## src/rtl/uart_command_receiver_pkg.sv

```systemverilog
// Shared command encodings and word layout for the UART command receiver and interpreter.
package uart_command_receiver_pkg;

   typedef enum logic {
      COLLECT = 1'b0,
      PENDING = 1'b1
   } rx_state_e;

   localparam logic [2:0] CMD_IDLE                 = 3'd0;
   localparam logic [2:0] CMD_ESCREVER_UART        = 3'd1;
   localparam logic [2:0] CMD_RESET_PROCESSADOR    = 3'd2;
   localparam logic [2:0] CMD_LER_RESULTADO_ALU    = 3'd3;
   localparam logic [2:0] CMD_LER_REGISTRADOR      = 3'd4;
   localparam logic [2:0] CMD_ESCREVER_REGISTRADOR = 3'd5;
   localparam logic [2:0] CMD_LER_MEMORIA          = 3'd6;
   localparam logic [2:0] CMD_ESCREVER_MEMORIA     = 3'd7;

   localparam int OPCODE_LSB  = 0;
   localparam int OPCODE_MSB  = 7;
   localparam int OPERAND_LSB = 8;
   localparam int OPERAND_MSB = 31;

   localparam logic [7:0] ILLEGAL_OPCODE_MASK = 8'hF8;

endpackage

```

## src/rtl/uart_command_receiver_byte_timeout_counter.sv

```systemverilog
// Inter-byte timeout counter; expired is high once TIMEOUT_CYCLES-1 idle cycles have elapsed.
module byte_timeout_counter #(
   parameter int unsigned TIMEOUT_CYCLES = 2500000
) (
   input  logic clk,
   input  logic reset,
   input  logic restart,
   input  logic enable,
   output logic expired
);

   localparam int unsigned W = $clog2(TIMEOUT_CYCLES);
   localparam logic [W-1:0] LAST = W'(TIMEOUT_CYCLES - 1);

   logic [W-1:0] cnt_q, cnt_d;

   always_comb begin
      cnt_d = cnt_q;
      if (restart || !enable) begin
         cnt_d = '0;
      end else if (cnt_q != LAST) begin
         cnt_d = cnt_q + W'(1);
      end
   end

   always_ff @(posedge clk or posedge reset) begin
      if (reset) cnt_q <= '0;
      else       cnt_q <= cnt_d;
   end

   assign expired = enable && !restart && (cnt_q == LAST);

endmodule

```

## src/rtl/uart_command_receiver.sv

```systemverilog
// Assembles little-endian 32-bit command words from UART bytes and presents them over valid/ready.
// Optional inter-byte timeout enabled by defining CMD_TIMEOUT_EN.
module uart_command_receiver
   import uart_command_receiver_pkg::*;
#(
   parameter int unsigned CLK_FREQ       = 25000000,
   parameter int unsigned TIMEOUT_CYCLES = CLK_FREQ / 10
) (
   input  logic        clk,
   input  logic        reset,
   input  logic        rx_valid,
   input  logic [7:0]  rx_data,
   output logic        cmd_valid,
   input  logic        cmd_ready,
   output logic [2:0]  cmd_state,
   output logic [23:0] cmd_operand,
   output logic        illegal_cmd,
   output logic        overrun,
   input  logic        clear_overrun,
   output logic [1:0]  byte_count
);

   if (TIMEOUT_CYCLES < 2) begin : g_bad_timeout
      $error("TIMEOUT_CYCLES must be at least 2");
   end

   rx_state_e   state_q, state_d;
   logic [1:0]  byte_count_q, byte_count_d;
   logic [23:0] word_q, word_d;
   logic [2:0]  cmd_state_q, cmd_state_d;
   logic [23:0] cmd_operand_q, cmd_operand_d;
   logic        cmd_valid_q, cmd_valid_d;
   logic        illegal_q, illegal_d;
   logic        overrun_q, overrun_d;
   logic        timeout_expired;
   logic [31:0] full_word;

`ifdef CMD_TIMEOUT_EN
   byte_timeout_counter #(
      .TIMEOUT_CYCLES(TIMEOUT_CYCLES)
   ) u_timeout (
      .clk    (clk),
      .reset  (reset),
      .restart(rx_valid),
      .enable ((state_q == COLLECT) && (byte_count_q != 2'd0)),
      .expired(timeout_expired)
   );
`else
   assign timeout_expired = 1'b0;
`endif

   // The 4th byte is checked together with the three buffered lanes at the same edge.
   assign full_word = {rx_data, word_q};

   always_comb begin
      state_d       = state_q;
      byte_count_d  = byte_count_q;
      word_d        = word_q;
      cmd_state_d   = cmd_state_q;
      cmd_operand_d = cmd_operand_q;
      cmd_valid_d   = cmd_valid_q;
      illegal_d     = 1'b0;
      overrun_d     = clear_overrun ? 1'b0 : overrun_q;

      case (state_q)
         COLLECT: begin
            if (rx_valid) begin
               case (byte_count_q)
                  2'd0: word_d[7:0]   = rx_data;
                  2'd1: word_d[15:8]  = rx_data;
                  2'd2: word_d[23:16] = rx_data;
                  default: ;
               endcase
               if (byte_count_q == 2'd3) begin
                  byte_count_d = 2'd0;
                  if ((full_word[OPCODE_MSB:OPCODE_LSB] & ILLEGAL_OPCODE_MASK) != 8'd0) begin
                     illegal_d = 1'b1;
                  end else begin
                     cmd_state_d   = full_word[OPCODE_LSB+2:OPCODE_LSB];
                     cmd_operand_d = full_word[OPERAND_MSB:OPERAND_LSB];
                     cmd_valid_d   = 1'b1;
                     state_d       = PENDING;
                  end
               end else begin
                  byte_count_d = byte_count_q + 2'd1;
               end
            end else if (timeout_expired) begin
               byte_count_d = 2'd0;
            end
         end
         PENDING: begin
            if (cmd_valid_q && cmd_ready) begin
               cmd_valid_d = 1'b0;
               state_d     = COLLECT;
               if (rx_valid) begin
                  word_d[7:0]  = rx_data;
                  byte_count_d = 2'd1;
               end
            end else if (rx_valid) begin
               overrun_d = 1'b1;
            end
         end
         default: state_d = COLLECT;
      endcase
   end

   always_ff @(posedge clk or posedge reset) begin
      if (reset) begin
         state_q       <= COLLECT;
         byte_count_q  <= '0;
         word_q        <= '0;
         cmd_state_q   <= CMD_IDLE;
         cmd_operand_q <= '0;
         cmd_valid_q   <= 1'b0;
         illegal_q     <= 1'b0;
         overrun_q     <= 1'b0;
      end else begin
         state_q       <= state_d;
         byte_count_q  <= byte_count_d;
         word_q        <= word_d;
         cmd_state_q   <= cmd_state_d;
         cmd_operand_q <= cmd_operand_d;
         cmd_valid_q   <= cmd_valid_d;
         illegal_q     <= illegal_d;
         overrun_q     <= overrun_d;
      end
   end

   assign cmd_valid   = cmd_valid_q;
   assign cmd_state   = cmd_state_q;
   assign cmd_operand = cmd_operand_q;
   assign illegal_cmd = illegal_q;
   assign overrun     = overrun_q;
   assign byte_count  = byte_count_q;

endmodule

```

## config.mk

```make
export PLATFORM = sky130hd
export DESIGN_NAME = uart_command_receiver
export DESIGN_NICKNAME = d
export VERILOG_FILES = /design/src/rtl/uart_command_receiver_pkg.sv /design/src/rtl/uart_command_receiver_byte_timeout_counter.sv /design/src/rtl/uart_command_receiver.sv
export SDC_FILE = /design/constraint.sdc
export NUM_CORES = 1
export LEC_CHECK = 0
export ABC_AREA = 1
export ABC_CLOCK_PERIOD_IN_PS = 2400
export BUFFER_PORTS_ARGS = -buffer_cell sky130_fd_sc_hd__buf_2
export CAP_MARGIN = 20
export CORE_UTILIZATION = 40
export CTS_CLUSTER_DIAMETER = 150
export DETAILED_ROUTE_END_ITERATION = 8
export PLACE_DENSITY_LB_ADDON = 0.12
export SLEW_MARGIN = 15
export SYNTH_ARGS = -nofsm -noshare
export SYNTH_HDL_FRONTEND = slang
export SYNTH_SLANG_ARGS = --single-unit
```

## constraint.sdc

```tcl
create_clock -name clk -period 2.4 [get_ports clk]
set_clock_uncertainty 0.2 [all_clocks]
set_input_delay 0.36 -clock clk [delete_from_list [all_inputs] [get_ports clk]]
set_output_delay 0.36 -clock clk [all_outputs]
set_load 0.01 [all_outputs]
```

# Yosys cells after proc, flatten, opt, wreduce, memory -nomap -nowiden
# Index checks and enable logic that the tools add are counted.
# word_totals
regBits,57
inputBits,13
wordCells,59
# classes
addsub,1
eq_ne,9
muxes,28
bitwise_logic,2
n_reduce_logical,9
# op_table
operator,n
$mux 8,4
$mux 1,16
$pmux 8 s2,1
$reduce_and 4->1,3
$reduce_and 3->1,3
$mux 2,4
$ne 2x2->1 const B,4
$reduce_bool 8->1,1
$eq 2x2->1 const B,2
$ne 2x1->1 const B,2
$pmux 1 s2,2
$pmux 2 s2,1
$add 2x1->2 const B,1
$eq 2x1->1 const B,1
$logic_not 2->1,1
$not 1->1,2
$logic_and 1x1->1,1

# Logic depth before layout (Yosys ltp)
# logic_depth
depth_word,5
depth_mapped,8
ltp_nobuf,7

# Least setup slack after synthesis
# No wires, ideal clock.
# synth_path
path_type,register -> register
start,"reg byte_count_q[0], in the netlist byte_count[0]"
end,"reg cmd_operand_q[10], in the netlist cmd_operand[10]"
setup_ns,0.117
t_arrival_ns,1.165
required_time_ns,2.083
path_slack_ns,0.918
stages_incl_launch_ff,8
path_buffers,2
synth_period_minus_slack_ns,1.482
path_cell_list,dfrtp_1 > ha_1 > inv_1 > nor2_2 > buf_4 > buf_4 > nand3_1 > nand2_1
# synth_via
elab_chain_len,2
# synth_lines
element,line_no,rtl
"start, declared",uart_command_receiver.sv:28,"logic [1:0] byte_count_q, byte_count_d;"
"start signal, assigned",uart_command_receiver.sv:119,byte_count_q <= byte_count_d;
$eq 2x2->1,uart_command_receiver.sv:74,if (byte_count_q == 2'd3) begin
$reduce_and 4->1 (no source line),n/a,
"end signal, assigned",uart_command_receiver.sv:122,cmd_operand_q <= cmd_operand_d;
"end, declared",uart_command_receiver.sv:31,"logic [23:0] cmd_operand_q, cmd_operand_d;"
# Every way passes these cells.
# A chain may end at the register's enable or synchronous reset.

# Final worst setup path
# layout_path
start,"reg byte_count_q[1], in the netlist byte_count[1]"
end,"reg cmd_state_q[2], in the netlist cmd_state[2]"
# layout_via
elab_chain_len,2
# layout_lines
element,line_no,rtl
$eq 2x2->1,uart_command_receiver.sv:74,
$reduce_and 4->1 (no source line),n/a,
"end signal, assigned",uart_command_receiver.sv:121,cmd_state_q <= cmd_state_d;
"end, declared",uart_command_receiver.sv:30,"logic [2:0] cmd_state_q, cmd_state_d;"
# Every way passes these cells.

==> run metrics <==
CP Launch Type flop; Port Buffers 44; CP delay by family, top simple AND/OR/NAND/NOR gates; Worst R2R Start byte_count[1]$_DFFE_PP0P_; drt pass-1 iters 4; crit path buf inv count 1; Mean Syn Cell Area 9.207 sq um; CP endpoint kind flop; Post-DRT Antenna Nets 0; # DRC 0; max cap viols 0; Clock Sinks 57; Mapped Area 0.002338 sq mm; Hold WS 0.1061 ns; Switching Power around 1.4 mW; max-slew violations 0; CP Data Required Time 2.42 ns; number of top-level pins 45; diode count 0; vias in the first global route 1791; clock-pin slew on the worst setup and hold paths 0.06 ns; grt total ovfl 0; routed via count 1770; fin crit share 70.38%; Worst VDD drop 651.4 uV; Filler Cells Inserted 566; dominant cell type by area after synthesis dfrtp_1; clk_lat worst skew 0.33 ns; clk buf depth 2; total track usage roughly a fifth; die area 0.006156 sq mm; die height 78.46 um; WS Path Type flop to flop; Static Leakage approximately 1.6 nW; number of synthesized register bits 57; setup slack at placement 0.6341 ns; Site Rows 27; post-DR wirelength/cell 13.21 um; root buf cell clkbuf_8; Post-Syn Nets 271; area share of the largest cell type after synthesis 61.00%; Comb power frac between 30 and 40%; initial drt markers 136; hold_sp rx_data[2]; total power 3.676 mW; first-pass GRT wire length 8673 um; Pint 2.325 mW; Initial Util 41.95%; Worst-Margin Slew 0.5725 ns; final critical-path required period 1.689 ns; Final Hold Fails 0; Vias/cell 4.646; initial antenna violation count 0; RSZ-0062 raised after global routing false; H-tree Lvls 3; CTS tree built; Sw Share 36.74%; slowest stage cell, crit path dfrtp_1; largest net degree at the start of global routing 32; Synth cell types 18; worst path arrival time around 1.7 ns; sequential share of the synthesized area 61.00%; DP Wirelength 3429 um; final RePlAce weighted congestion 0.7772; setup ws final 0.7108 ns; clock network fraction of total power 23.7%; Rel. slew slack 61.78%; DIE WIDTH 78.46 um; layout cells sized above 1 22.98%; synth warn 0; Hold Crit Class primary input to flop; outcome finished, final reports clean; area of the multi-input gates 767.0 sq um; Fmax 592.0 MHz; Final setup viols 0; Critical Path Max Stage Delay just over 0.4 ns; register area 0.001426 sq mm; CP max FO 29; Total Nets Final 321; TNS Setup 0 ns; Num CTS Buffers 9; Critical Path, Cell by Cell ha_1 -> inv_1 -> nor2_2 -> nand2_2 -> nand2_1 -> nand2_1; Routed Wire Length between 5000 and 6000 um; crit path from byte_count[1]$_DFFE_PP0P_; largest cells by area after synthesis dfrtp_1 61%, nand2_1 16%, nand3_1 7.7%; most used cell, CP nand2_1; PD cells 1300 mW/mm^2; Layout area overhead 20.87%; worst reg2reg setup slack 0.71 ns; Mapped Cells 254; total core area 0.005574 sq mm; Flop pwr share around 44%
## layout by cell type (no fill, tap or decap), types with 2 or more instances in the layout
| master | n |
|---|---|
| nand2_1 | 98 |
| dfrtp_1 | 57 |
| buf_2 | 44 |
| nand3_1 | 36 |
| inv_1 | 16 |
| o21ai_1 | 10 |
| clkbuf_8 | 10 |
| o21ai_0 | 9 |
| nand2_2 | 4 |
| ha_1 | 4 |
| inv_2 | 3 |
| clkbuf_1 | 3 |
| buf_4 | 3 |
| a21oi_1 | 2 |
| clkinv_2 | 2 |
| dlygate4sd3_1 | 2 |
## timing repair
| action | in CTS | in global routing |
|---|---|---|
| setup buffers | 0 | 0 |
| hold endpoints to repair | 27 | 0 |
| setup endpoints to repair | 0 | 0 |
| hold buffers | 2 | 0 |
| gates resized for setup | 0 | 0 |
## layer usage
metal  wire [um]  share of wire, %  vias up  track usage [%]
met4         109               2.2        0            11.11
met5           0                 0        -                0
li1            -                 -      904                -
met3         164               3.3       11            3.140
met1        2495                50      814            24.81
met2        2265                45       41            29.82
## power by group through the flow
stage          Clock, mW  Combinational, mW  Sequential (mW)
2_1_floorplan          0              0.709             1.70
3_3_place_gp           0               1.18             1.63
3_5_place_dp           0               1.20             1.63
4_1_cts            0.892               1.21             1.62
5_1_grt            0.936               1.37             1.67
6_report           0.872               1.19             1.62
## layout make-up
| type | instances | area share (%) |
|---|---|---|
| Sequential cell | 57 | 50.46 |
| Multi-Input combinational cell | 167 | 27.14 |
| Timing Repair Buffer | 50 | 10.00 |
| Clock buffer | 13 | 5.268 |
| Tap cell | 72 | 3.187 |
| Inverter | 19 | 2.523 |
| Clock inverter | 3 | 1.417 |
## synthesized netlist by cell type
cell / instances
nand2_2: 4
nor2_2: 1
inv_2: 2
o21ai_1: 10
nor2_8: 1
clkbuf_1: 1
buf_2: 5
nand2_1: 98
ha_1: 4
nor2_1: 1
dfrtp_1: 57
inv_1: 17
buf_6: 2
nand3_1: 36
buf_4: 3
a21oi_1: 2
o21ai_0: 9
o21ai_2: 1
## path summary, 6_finish.rpt
| path | end | depth (start not counted) |
|---|---|---|
| max in group asynchronous | word_q[19]$_DFFE_PP0P_ | 4 |
| min in group asynchronous | byte_count[0]$_DFFE_PP0P_ | 3 |
| worst min register to register | cmd_operand[6]$_DFFE_PP0P_ | 2 |
| worst min-delay path | cmd_operand[18]$_DFFE_PP0P_ | 3 |
| worst max-delay path | cmd_state[2]$_DFFE_PP0P_ | 6 |
| worst max register to register | cmd_state[2]$_DFFE_PP0P_ | 6 |
## logic make-up (layout without fill, tap and decap cells)
family	count (synthesis)	after routing	synth area share, %
compound gates	22	22	4.869
fa+ha+maj	4	4	2.140
buf+inv	30	85	6.206
flops	57	57	61.00
simple gates	141	141	25.79
## state kept, by name, indices dropped and copies added, names as in the netlist
| signal | count |
|---|---|
| byte_count | 2 |
| cmd_operand | 24 |
| cmd_state | 3 |
| cmd_valid | 1 |
| illegal_cmd | 1 |
| overrun | 1 |
| state_q | 1 |
| word_q | 24 |
## per-stage QoR
| stage | cell area (sq um) | utilization (%) | instances |
|---|---|---|---|
| floorplan | 2338 | - | 254 |
| global placement | 2618 | 46.96 | 363 |
| detailed placement | 2618 | 46.96 | 363 |
| CTS | 2826 | 50.71 | 381 |
| global route | 2826 | 50.71 | 381 |
| finish | 2826 | 50.71 | 381 |
## worst reg2reg max path, delay by kind of cell, from the launching register on
kind	cells	cell delay (ns)
fa+ha+maj	1	0.18
buf+inv	1	0.06
flops	1	0.41
simple gates	4	0.73
(Power assumes the default switching activity.)
